**src/rtl/pipeline_ctrl.sv**
```systemverilog
// pipeline_ctrl: central stall/flush controller for a five-stage pipeline.
//
// Ports:
//   clk          - system clock, all state updates on the rising edge
//   rst          - asynchronous active-low reset
//   stallreq_id  - load-use hazard from decode (single-cycle request)
//   stallreq_ex  - multi-cycle execute operation busy (level)
//   stallreq_mem - memory bus not ready (level)
//   flush_req    - exception flush (one-cycle pulse)
//   stall        - hold enables {mem_wb, ex_mem, id_ex, if_id, pc}, 1 = hold
//   bubble       - same mapping, 1 = load stage register with NOP this cycle
//   bus_err      - registered one-cycle pulse on memory-wait timeout
//   stall_cycles - saturating count of cycles with any stall bit set
//
// Memory waits are tracked by a RUN / MEM_WAIT / ERR_HOLD machine. A wait
// lasting TIMEOUT consecutive cycles raises bus_err and parks the machine in
// ERR_HOLD, where the memory request is no longer honoured until it drops.
module pipeline_ctrl #(
    parameter int unsigned TIMEOUT = 255,
    parameter int unsigned CNT_W   = 32
) (
    input  logic             clk,
    input  logic             rst,
    input  logic             stallreq_id,
    input  logic             stallreq_ex,
    input  logic             stallreq_mem,
    input  logic             flush_req,
    output logic [4:0]       stall,
    output logic [4:0]       bubble,
    output logic             bus_err,
    output logic [CNT_W-1:0] stall_cycles
);

    typedef enum logic [1:0] {
        RUN,
        MEM_WAIT,
        ERR_HOLD
    } state_t;

    state_t     state, state_nxt;
    logic [7:0] wait_cnt, wait_cnt_nxt;
    logic       timeout;
    logic       mem_accept;

    // Stage controls: zero-latency from inputs and current state.
    always_comb begin
        stall      = '0;
        bubble     = '0;
        mem_accept = stallreq_mem && (state != ERR_HOLD);
        if (rst) begin
            if (flush_req) begin
                stall  = 5'b00000;
                bubble = 5'b11110;
            end else if (mem_accept) begin
                // mem_wb takes a bubble so a held write is never repeated
                stall  = 5'b01111;
                bubble = 5'b10000;
            end else if (stallreq_ex) begin
                stall  = 5'b00111;
                bubble = 5'b01000;
            end else if (stallreq_id) begin
                stall  = 5'b00011;
                bubble = 5'b00100;
            end
        end
    end

    // Next-state / wait counter. The wait counter holds the number of wait
    // cycles already completed; a timeout fires in the cycle that completes
    // the TIMEOUT-th one, so bus_err is seen the following cycle.
    always_comb begin
        state_nxt    = state;
        wait_cnt_nxt = wait_cnt;
        timeout      = 1'b0;
        if (flush_req) begin
            state_nxt    = RUN;
            wait_cnt_nxt = '0;
        end else begin
            unique case (state)
                RUN: begin
                    if (stallreq_mem) begin
                        if (TIMEOUT == 1) begin
                            timeout      = 1'b1;
                            state_nxt    = ERR_HOLD;
                            wait_cnt_nxt = '0;
                        end else begin
                            state_nxt    = MEM_WAIT;
                            wait_cnt_nxt = 8'd1;
                        end
                    end
                end
                MEM_WAIT: begin
                    if (stallreq_mem) begin
                        if (wait_cnt + 8'd1 == 8'(TIMEOUT)) begin
                            timeout      = 1'b1;
                            state_nxt    = ERR_HOLD;
                            wait_cnt_nxt = '0;
                        end else begin
                            wait_cnt_nxt = wait_cnt + 8'd1;
                        end
                    end else begin
                        state_nxt    = RUN;
                        wait_cnt_nxt = '0;
                    end
                end
                ERR_HOLD: begin
                    if (!stallreq_mem) begin
                        state_nxt = RUN;
                    end
                end
                default: begin
                    state_nxt    = RUN;
                    wait_cnt_nxt = '0;
                end
            endcase
        end
    end

    always_ff @(posedge clk or negedge rst) begin
        if (!rst) begin
            state        <= RUN;
            wait_cnt     <= '0;
            bus_err      <= 1'b0;
            stall_cycles <= '0;
        end else begin
            state    <= state_nxt;
            wait_cnt <= wait_cnt_nxt;
            bus_err  <= timeout;
            if ((stall != '0) && (stall_cycles != '1)) begin
                stall_cycles <= stall_cycles + CNT_W'(1);
            end
        end
    end

endmodule
```
**config.mk**
```make
export PLATFORM = sky130hd
export DESIGN_NAME = pipeline_ctrl
export DESIGN_NICKNAME = d
export VERILOG_FILES = /design/src/rtl/pipeline_ctrl.sv
export SDC_FILE = /design/constraint.sdc
export NUM_CORES = 1
export LEC_CHECK = 0
export BUFFER_PORTS_ARGS = -buffer_cell sky130_fd_sc_hd__buf_2
export CORE_UTILIZATION = 45
export DETAILED_ROUTE_END_ITERATION = 10
export HOLD_SLACK_MARGIN = 0.15
export PLACE_DENSITY = 0.77
export SLEW_MARGIN = 30
export SYNTH_ARGS = -nofsm -noshare
export SYNTH_HDL_FRONTEND = slang
export SYNTH_SLANG_ARGS = --single-unit
```
**constraint.sdc**
```tcl
create_clock -name clk -period 1.98 [get_ports clk]
set_input_delay 0.198 -clock clk [delete_from_list [all_inputs] [get_ports clk]]
set_output_delay 0.198 -clock clk [all_outputs]
set_load 0.02 [all_outputs]
```
Word-level counts from Yosys, hierarchy flattened
Cells that the tools add are included.

Register bits after elaboration: 43. Logic and storage cells: 46.

Add/subtract/negate cells: 2. Eq/ne operators: 9. Multiplexer cells: 25. Reductions and logical operators: 6.

Operator list (number): 32-bit by 1-bit adder with 32-bit output (second input constant) (1); 8-bit two-way mux (4); 32-bit != test (second input constant) (1); 8-bit case mux with 3 select lines (1); 5-bit two-way mux (4); 2-bit two-way mux (6); 4-bit two-way mux (3); 8-bit by 1-bit adder with 8-bit output (second input constant) (1); 8-bit equality test (second input constant) (1); 3-bit two-way mux (2); 3-bit != test (second input constant) (2); 2-bit case mux with 3 select lines (1); 5-bit nonzero test (1); 1-bit two-way mux (4); 2-bit != test (second input constant) (2); 4-bit != test (second input constant) (1); 3-bit AND reduction (1); 2-bit by 1-bit equality test with 1-bit output (second input constant) (1); 2-bit equality test (second input constant) (1); 1-bit logical AND (2); 2-bit logical NOT (1); 2-bit AND reduction (1).

Longest topological paths before layout
Gate-level depths: netlist of the first run.

Word-level depth: 7. Depth in mapped cells: 7. Gate-level depth less buffers: 6.

Worst setup path before layout of the first run
Ideal clock, no wire load.

Path type: register to register. From: register stall_cycles[0]. To: register stall_cycles[30]. Library setup time: 0.125 ns. Arrival time: 1.773 ns. Required time: 1.855 ns. Slack: 0.082 ns. Cell stages (with the launch flop): 7. Path through: dfrtp_1 ha_1 and4_1 and4_1 nand2_1 nor3_1 mux2_2.

Longest elaborated chain between the ends: 2. Elaborated cells on any way between the ends: 3.

Ends and longest elaborated chain: start: declaration (RTL line 31) `output logic [CNT_W-1:0] stall_cycles`; start signal: assignment (RTL line 130) `stall_cycles <= stall_cycles + CNT_W'(1);`; branches (longest 2 deep; another with 32-bit by 1-bit adder with 32-bit output).

Parallel ways; which one is timed is not known. A chain may end at the register's enable or synchronous reset.

Worst setup path in the final report of the first run
From: register wait_cnt[1]. To: register wait_cnt[2].

Longest elaborated chain between the ends: 6.

Ends and longest elaborated chain: start: declaration (RTL line 41) `logic [7:0] wait_cnt, wait_cnt_nxt;`; start signal: assignment (RTL line 127) `wait_cnt <= wait_cnt_nxt;`; 8-bit by 1-bit adder with 8-bit output * (RTL line 94, 99); 8-bit equality test (RTL line 94) `if (wait_cnt + 8'd1 == 8'(TIMEOUT)) begin`; 8-bit two-way mux * (RTL line 94); 8-bit two-way mux * (RTL line 93) `if (stallreq_mem) begin`; 8-bit case mux with 3 select lines * (RTL line 79) `unique case (state)`; 8-bit two-way mux * (RTL line 75) `if (flush_req) begin`.

Every way passes the cells marked *; elsewhere a longest branch is shown, timed or not.

==> results by group, run 1 <==
Logic synthesis
  – Synthesized area: 2350 sq um
  – Yosys top cell area share: 0.458
  – Seq/Total Area, Yosys: 0.458
  – Synth Register Bits: 43
  – Yosys cell types: 48
  – EDFF count, synth: 0
  – Yosys warns: 0
  – Area leader, netlist: dfrtp_1
  – Post-Synthesis Cells: 230
  – Fraction of registers with async set/reset: 1.00
  – Primary FF master, synth: dfrtp_1
  – Synth Area per Inst: 10.2 sq um
  – Top cells by area, synth: dfrtp_1 (46%), xnor2_1 (8.6%), nand4_1 (4.3%)

STA
  – Final hold violations: 17
  – Fin crit share: 0.979
  – Total Neg Setup Slack: 0 ps
  – Worst hold margin: -19.4 ps
  – Max frequency: 516 MHz
  – Slew margin rel.: 0.628
  – Setup Skew: 6.51 ps
  – Fin crit period: 1940 ps
  – Slew @ Worst Pin: 559 ps
  – Slew Limit Fails: 0
  – Final setup viols: 0
  – RSZ-0062 raised after global routing: false

Finish
  – Layout area overhead: 24.3%
  – Fraction of layout cells with a size suffix above 1: 0.327
  – Commonest non-fill, non-tap cell in the layout: buf_2
  – Fill cells: 433
  – Area occupied by multi-input gates: 1260 sq um
  – Post-layout net count: 305
  – # diodes: 0
  – Most frequent cells in the layout: buf_2 (46), dfrtp_1 (43), xnor2_1 (23)
  – Layout Cells excl Fill: 364
  – Reg area: 1080 sq um

Setup path
  – Crit path max-delay family: compound AO/OA/AOI/OAI gates
  – Max FO, Critical Path: 6
  – Crit path DAT: 2120 ps
  – Max stage delay cell, worst path: dfrtp_1
  – CP Cell Sequence: ha_2 > nand3_2 > or3_4 > a211o_4 > o21ai_4 > o221ai_2
  – Req. time, crit path: 2160 ps
  – FF-to-FF Start: wait_cnt[1]$_DFFE_PN0P_
  – Worst setup path startpoint: wait_cnt[1]$_DFFE_PN0P_
  – CP Launch Type: flip-flop
  – Worst R2R End: wait_cnt[2]$_DFFE_PN0P_
  – Critical path buffers and inverters: 0
  – CP max stage delay: 410 ps
  – Reg2reg setup slack: 40 ps
  – Crit Path Class: flip-flop to flip-flop
  – Worst Reg-to-Reg Cells: 6
  – CP Capture Type: flip-flop

Power and ir drop
  – Switch Pwr: 605 uW
  – P_leak: 0.00137 uW
  – Comb power frac: 0.184
  – VDD IR-drop max: 0.850 mV
  – Final total power: 2080 uW
  – Flop pwr share: 0.491
  – Net Sw Frac: 0.291
  – Pwr Density: 711 nW/um^2
  – P_int: 1470 uW
  – Clock share of power: 0.325

Hold path
  – Min-Delay Path Class: primary input to async pin

Global routing
  – Vias in the first global route: 1911
  – Grt ovf: 0
  – Antenna violations before repair: 0
  – Largest net degree at the start of global routing: 49
  – GR Util All Layers: 0.208
  – First-pass GRT wire length: 8.59 mm

Clock network
  – Cts bufs inserted: 5
  – Worst-skew pair later-pin latency: 300 ps
  – TritonCTS clock tree: yes
  – Clock transition at path regs: 80 ps
  – Total clock sinks: 43
  – CTS root buf: clkbuf_8
  – H-tree Lvls: 2
  – Max clock buf depth: 2

Floorplan
  – Row count: 25
  – Initial core utilization: 0.482
  – Die span in x: 74.3 microns
  – I/O pins: 49
  – DIE HEIGHT: 74.3 microns
  – Die Area: 5510 sq um
  – Core area: 4880 sq um

Placed design
  – Placed Cells: 352
  – Gpl congestion: 0.831
  – PortBufs: 46
  – Post-detail-place hpwl: 3.74 mm

Detailed routing
  – Final ANT Viol Nets: 0
  – Vias per Instance: 5.58
  – Vias post-DR: 2032
  – DRC violations left: 0
  – Total wire length: 5.20 mm
  – DR iter-0 viols: 107
  – Drt first pass iters: 4
  – Wire per inst: 14.3 microns

Run status
  – Failing checks: negative hold slack
  – Status: finished, violations left

Run
  – Max_cap viols: 0
-- power groups by stage --
stage | logic [uW] | clock network, uW | registers (uW)
after floorplan | 148 | 0 | 1110
after global placement | 356 | 0 | 1040
after detailed placement | 360 | 0 | 1040
after CTS | 365 | 702 | 1020
after global routing | 420 | 733 | 1030
final | 383 | 674 | 1020
-- what timing repair did --
action / 4_1_cts / 5_1_grt
setup endpoints to repair: 2 / 11
setup buffers: 1 / 3
endpoints found under the hold margin: 43 / 43
pin swaps: 0 / 4
resized for setup: 0 / 7
-- flip-flops by register name, summed over array words and instances, names as in the netlist --
name,cells
stall_cycles,32
wait_cnt,8
bus_err,1
state,2
-- metrics by stage --
stage,setup WS [ps],utilization,hold slack [ps],cell area [sq um]
floorplan,82.0,-,-97.6,2350
global placement,111,0.562,341,2740
detailed placement,45.0,0.562,345,2740
CTS,21.5,0.587,6.92,2860
global route,3.12,0.598,29.6,2920
finish,42.0,0.598,-19.4,2920
-- cell families after synthesis --
group	Yosys count	synth area share
AOI/OAI and AO/OA	25	0.0873
xor gates and xnor gates	30	0.112
adders and majority gates	3	0.0160
buffers and inverters	11	0.0240
DFF	43	0.458
muxes	3	0.0144
other	1	0.00160
and+or+nand+nor	114	0.287
-- layer usage --
layer	GRT usage	up-vias	wire [microns]
li1	-	968	-
met1	0.259	1003	2320
met2	0.343	51	2550
met3	0.0339	10	231
met4	0.117	0	102
met5	0	-	0
-- cells in the mapped netlist, types with 3 or more instances --
cell type and n:
a21oi_1 4, and2_1 7, and3_1 11, and4_1 4, buf_2 3, buf_4 3, dfrtp_1 43, ha_1 3
inv_1 3, mux2_2 3, nand2_1 20, nand2b_1 3, nand3_1 18, nand3b_1 3, nand4_1 16, nor2_1 5
nor2b_1 6, nor3_1 3, nor4_1 6, o21ai_0 3, o21ai_1 3, xnor2_1 23, xor2_1 7
-- how the worst max path moves through the flow --
stage	depth (start not counted)	to	slack, ps
4_1_cts	6	wait_cnt[4]$_DFFE_PN0P_	20
2_1_floorplan	6	stall_cycles[30]$_DFFE_PN0P_	80
5_1_grt	6	wait_cnt[5]$_DFFE_PN0P_	3
6_report	6	wait_cnt[2]$_DFFE_PN0P_	40
3_3_place_gp	6	wait_cnt[5]$_DFFE_PN0P_	110
3_5_place_dp	6	wait_cnt[2]$_DFFE_PN0P_	40
-- final cells by class --
type	count	area share
clock buffers	5	0.0236
well taps	67	0.0287
multi-input cells	177	0.430
clock inverters	3	0.0150
repair buffers	66	0.130
flip-flops and latches	43	0.368
inverters	3	0.00386
Power figures use the tool's default switching activity.
==> run 2: changes to the inputs <==
- PLACE_DENSITY: 0.77 -> 0.75
- clock period: 1.98 -> 2.4 ns (I/O delays scaled with it)
==> run 2 against run 1 <==
The run now ends clean. Setup slack better by 170 ps. Wire length is 2.1% lower. Sequential share of layout area is 2.3 points higher. Sequential power is 17% lower. Die area stayed put. First-iteration DRC count is 26% higher. Sequential cell count stayed put. Count of clock-buffer cells in the layout is 3 higher. Total power is 21% lower. Hold slack better by 240 ps. Non-clock buffer count is 17 lower. Critical path type is now flip-flop to output port.
==> results by group, run 2 (synthesis gave the netlist of run 1 again) <==
Detailed routing
  – Vias per Instance: 5.51 (-1.3%)
  – Final ANT Viol Nets: 0 (unchanged)
  – Drt first pass iters: 4 (unchanged)
  – Wire per inst: 14.7 microns (+2.7%)
  – Total wire length: 5.09 mm (-2.1%)
  – Vias post-DR: 1911 (-6.0%)
  – DRC violations left: 0 (unchanged)
  – DR iter-0 viols: 135 (+26%)

STA
  – Fin crit period: 2190 ps
  – Slew @ Worst Pin: 706 ps (+147 ps)
  – Final hold violations: 0 (-17)
  – Setup Skew: 6.47 ps (-0.0361 ps)
  – Max frequency: 457 MHz
  – Total Neg Setup Slack: 0 ps (unchanged)
  – Slew margin rel.: 0.526 (-0.102)
  – Final setup viols: 0 (unchanged)
  – Fin crit share: 0.911
  – Slew Limit Fails: 0 (unchanged)
  – RSZ-0062 raised after global routing: false

Finish
  – Max reg flops: 32 (unchanged)
  – Post-layout util: 0.563 (-0.0354)
  – # diodes: 0 (unchanged)
  – Most frequent cells in the layout: buf_2 (46), dfrtp_1 (43), xnor2_1 (23)
  – Post-layout net count: 288 (-5.6%)
  – Largest registers: stall_cycles: 32 flops, wait_cnt: 8 flops, state: 2 flops
  – Fraction of layout cells with a size suffix above 1: 0.254 (-0.0730)
  – Commonest non-fill, non-tap cell in the layout: buf_2
  – Layout area overhead: 16.9%
  – Most flop-heavy register: stall_cycles

Clock network
  – H-tree Lvls: 2 (unchanged)
  – Clock transition at path regs: 80 ps (about the same)
  – TritonCTS clock tree: yes
  – Cts bufs inserted: 5 (unchanged)
  – Worst-skew pair later-pin latency: 290 ps (about the same)
  – Max clock buf depth: 2 (unchanged)
  – CTS root buf: clkbuf_8
  – CTS-repair resized insts: 0 (unchanged)
  – Total clock sinks: 43 (unchanged)

Power and ir drop
  – Switch Pwr: 485 uW (-20%)
  – Comb power frac: 0.174 (-0.010)
  – VDD IR-drop max: 0.279 mV (-67%)
  – Pwr Density: 595 nW/um^2 (-16%)
  – P_int: 1150 uW (-22%)
  – Flop pwr share: 0.517 (+0.026)
  – P_leak: 0.00128 uW (-6.7%)
  – Net Sw Frac: 0.297 (+0.00588)
  – Clock share of power: 0.309 (-0.016)

Floorplan
  – Die span in x: 74.3 microns (unchanged)
  – Core area: 4880 sq um (unchanged)
  – Die Area: 5510 sq um (unchanged)
  – Row count: 25 (unchanged)
  – I/O pins: 49 (unchanged)
  – DIE HEIGHT: 74.3 microns (unchanged)
  – Initial core utilization: 0.482 (unchanged)

Global routing
  – Grt met2 use: 0.339 (-0.00404)
  – GR Util All Layers: 0.202 (-0.00532)
  – First-pass GRT wire length: 8.40 mm (-2.2%)
  – Met1 Usage GRT: 0.265 (+0.00564)
  – Grt ovf: 0 (unchanged)
  – Vias in the first global route: 1831 (-4.2%)
  – GRT Max-Usage Layer: met2
  – Met3 usage: 0.0447 (+0.0108)
  – Antenna violations before repair: 0 (unchanged)
  – Largest net degree at the start of global routing: 49 (unchanged)

Setup path
  – Crit path DAT: 1950 ps (-170 ps)
  – CP Capture Type: output port
  – CP Launch Type: flip-flop
  – Crit Path Class: flip-flop to output port
  – Req. time, crit path: 2160 ps (about the same)
  – Worst setup path startpoint: state[0]$_DFFE_PN0P_
  – Max FO, Critical Path: 16 (+10)
  – FF-to-FF Start: wait_cnt[1]$_DFFE_PN0P_

Hold path
  – Min-Delay Startpoint: flush_req
  – Min-Delay Path Class: primary input to flip-flop

Placed design
  – Gpl congestion: 0.781 (-6.0%)
  – PortBufs: 46 (unchanged)
  – Post-detail-place hpwl: 3.67 mm (-1.9%)

Run
  – Max_cap viols: 0 (unchanged)

Run status
  – Status: finished, final reports clean
run 2: final cells by class:
cell class,instances,area [sq um]
clock buffers,8,100
well taps,67,83.8
multi-input cells,177,1220
flip-flops and latches,43,1080
inverters,3,11.3
repair buffers,49,255
fillers,464,2130
run 2: metal layers:
layer  up-vias  routed length [microns]
met5         -                        0
met4         0                       22
met3         2                      199
met2        44                     2510
met1       929                     2360
li1        936                        -
run 2: stage by stage:
stage | instances | hold WS, ps | total power (uW) | worst slack [ps] | area (sq um)
after floorplan | 231 | -55.6 | 1040 | 502 | 2350
after global placement | 338 | 411 | 1140 | 386 | 2640
after detailed placement | 338 | 399 | 1150 | 349 | 2640
after CTS | 347 | 214 | 1660 | 195 | 2750
after global routing | 347 | 238 | 1720 | 74.6 | 2750
final | 347 | 223 | 1630 | 213 | 2750
run 2: final timing paths:
check                      slack, ps  cells after the start                            to
setup reg to reg                 350                      6       wait_cnt[5]$_DFFE_PN0P_
hold reg to reg                  490                      1  stall_cycles[28]$_DFFE_PN0P_
max in group asynchronous       1420                      3  stall_cycles[28]$_DFFE_PN0P_
setup / recovery                 210                      5                      stall[0]
min in group asynchronous        590                      3   stall_cycles[2]$_DFFE_PN0P_
hold / removal                   220                      2       wait_cnt[0]$_DFFE_PN0P_
run 2: worst max-delay path: stages (launching register included):
cell      delay [ps]
dfrtp_1          430
nand2b_1         240
a211o_1          350
nand2_2          160
inv_1            230
buf_2            240
run 2: what timing repair did:
item,in CTS,in global routing
endpoints found under the hold margin,43,0
setup buffers,0,0
hold buffers,1,0
run 2: power groups by stage:
stage          combinational [uW]  clock, uW  sequential (uW)
2_1_floorplan                 122          0              916
3_3_place_gp                  284          0              859
3_5_place_dp                  289          0              859
4_1_cts                       290        520              846
5_1_grt                       310        552              857
6_report                      285        504              845
==> run 3: changes to the inputs <==
- clock period: 2.4 -> 2.7 ns (I/O delays scaled with it)
==> run 3 against run 2 <==
Setup slack better by 230 ps. Clock power decreased by 21%. Sequential cell count unchanged. Hold slack better by 45 ps. Global-route usage shrank 0.052 points. Die area is the same. Final cell count down 0.29%. Largest power group unchanged. Largest cell class unchanged.
==> results by group, run 3 (synthesis gave the netlist of run 1 again) <==
Setup path
  – Max stage delay cell, worst path: dfrtp_1
  – Crit Path Class: flip-flop to output port
  – Req. time, crit path: 2430 ps (+270 ps)
  – CP Cell Sequence: nand2b_1 > a211o_1 > nand2_2 > inv_1 > buf_2
  – CP max stage delay: 430 ps (about the same)
  – Critical path buffers and inverters: 2 (unchanged)
  – CP Capture Type: output port
  – CP Launch Type: flip-flop
  – Crit path DAT: 1990 ps (+40 ps)
  – Max FO, Critical Path: 16 (unchanged)
  – Crit path max-delay family: buffers and inverters

Run status
  – Status: finished, final reports clean

STA
  – Setup Skew: 3.32 ps (-3.15 ps)
  – Fin crit share: 0.837
  – Fin crit period: 2260 ps
  – Max frequency: 442 MHz
  – Final setup viols: 0 (unchanged)
  – Slew margin rel.: 0.542 (+0.0164)
  – Slew @ Worst Pin: 681 ps (-24.4 ps)
  – Final hold violations: 0 (unchanged)
  – Slew Limit Fails: 0 (unchanged)
  – RSZ-0062 raised after global routing: false
  – Total Neg Setup Slack: 0 ps (unchanged)

Power and ir drop
  – Final total power: 1410 uW (-14%)
  – VDD IR-drop max: 0.304 mV (+8.7%)
  – P_leak: 0.00126 uW (-1.1%)
  – Pwr Density: 518 nW/um^2 (-13%)

Finish
  – Fraction of layout cells with a size suffix above 1: 0.247 (-0.00626)
  – Commonest non-fill, non-tap cell in the layout: buf_2
  – Max reg flops: 32 (unchanged)
  – Most frequent cells in the layout: buf_2 (46), dfrtp_1 (43), xnor2_1 (23)
  – # diodes: 0 (unchanged)
  – Most flop-heavy register: stall_cycles
  – Largest registers: stall_cycles: 32 flops, wait_cnt: 8 flops, state: 2 flops
  – Post-layout net count: 287 (-0.35%)
  – Layout area overhead: 15.8%

Detailed routing
  – DR iter-0 viols: 93 (-31%)
  – Total wire length: 4.87 mm (-4.2%)
  – Drt first pass iters: 4 (unchanged)
  – Vias per Instance: 5.56 (+0.92%)
  – Final ANT Viol Nets: 0 (unchanged)
  – Wire per inst: 14.1 microns (-4.0%)
  – DRC violations left: 0 (unchanged)
  – Vias post-DR: 1923 (+0.63%)

Placed design
  – PortBufs: 46 (unchanged)
  – Gpl congestion: 0.786 (+0.56%)
  – Post-detail-place hpwl: 3.52 mm (-4.1%)

Clock network
  – Total clock sinks: 43 (unchanged)
  – CTS root buf: clkbuf_8
  – Worst-skew pair later-pin latency: 300 ps (about the same)
  – Max clock buf depth: 2 (unchanged)
  – Cts bufs inserted: 5 (unchanged)
  – TritonCTS clock tree: yes
  – Clock transition at path regs: 80 ps (about the same)
  – H-tree Lvls: 2 (unchanged)
  – CTS-repair resized insts: 0 (unchanged)

Floorplan
  – Die Area: 5510 sq um (unchanged)
  – Die span in x: 74.3 microns (unchanged)
  – DIE HEIGHT: 74.3 microns (unchanged)
  – Row count: 25 (unchanged)
  – I/O pins: 49 (unchanged)
  – Initial core utilization: 0.482 (unchanged)
  – Core area: 4880 sq um (unchanged)

Hold path
  – Min-Delay Path Class: primary input to flip-flop

Run
  – Max_cap viols: 0 (unchanged)

Global routing
  – Grt ovf: 0 (unchanged)
  – Antenna violations before repair: 0 (unchanged)
  – GR Util All Layers: 0.202 (-0.000522)
  – First-pass GRT wire length: 8.41 mm (+0.17%)
  – Vias in the first global route: 1842 (+0.60%)
  – Largest net degree at the start of global routing: 49 (unchanged)
==> run 3: cell count changes in the layout (fill, tap and decap cells not counted) <==
| cell | delta |
|---|---|
| clkinv_2 | +1 |
| buf_4 | -1 |
| clkbuf_1 | +1 |
| clkbuf_8 | -2 |
==> run 3: timing repair <==
item / in CTS / in global routing
hold buffers: 1 / 0
setup buffers: 0 / 0
endpoints found under the hold margin: 43 / 0
==> run 3: through the flow <==
stage	area (sq um)	util	instances	setup slack [ps]	hold slack, ps
6_report	2720	0.558	346	440	268
3_3_place_gp	2630	0.539	337	635	444
5_1_grt	2720	0.558	346	280	271
2_1_floorplan	2350	-	231	802	-25.6
3_5_place_dp	2630	0.539	337	568	435
4_1_cts	2720	0.558	346	444	265
==> run 3: layer usage <==
metal	part of all wire	vias to the layer above	track usage	routed length, microns
met3	0.036	9	0.0461	175
met2	0.46	45	0.315	2250
li1	-	935	-	-
met5	0	-	0	0
met1	0.48	934	0.271	2340
met4	0.020	0	0.0839	99
==> run 3: layout make-up <==
class,count,area (sq um)
sequential,43,1080
inverter,3,11.3
timing repair buffer,48,248
clock inverter,1,5.00
multi-input combinational,177,1220
tap,67,83.8
clock buffer,7,76.3
fill,475,2160
==> run 3: path summary, 6_finish.rpt <==
path                                                    from                            to  slack (ps)  depth (start not counted)
worst min register to register  stall_cycles[28]$_DFFE_PN0P_  stall_cycles[28]$_DFFE_PN0P_         500                          1
worst min-delay path                               flush_req       wait_cnt[0]$_DFFE_PN0P_         270                          2
worst max-delay path                    state[0]$_DFFE_PN0P_                      stall[0]         440                          5
max in group asynchronous                                rst       wait_cnt[3]$_DFFE_PN0P_        1700                          3
min in group asynchronous                                rst   stall_cycles[2]$_DFFE_PN0P_         620                          3
worst max register to register   stall_cycles[0]$_DFFE_PN0P_   stall_cycles[1]$_DFFE_PN0P_         540                          6
==> run 3: report_power, final <==
part | switching, uW | internal (uW)
Clock | 218 | 182
Combinational | 161 | 96.2
Sequential | 60.7 | 693
Total | 440 | 971
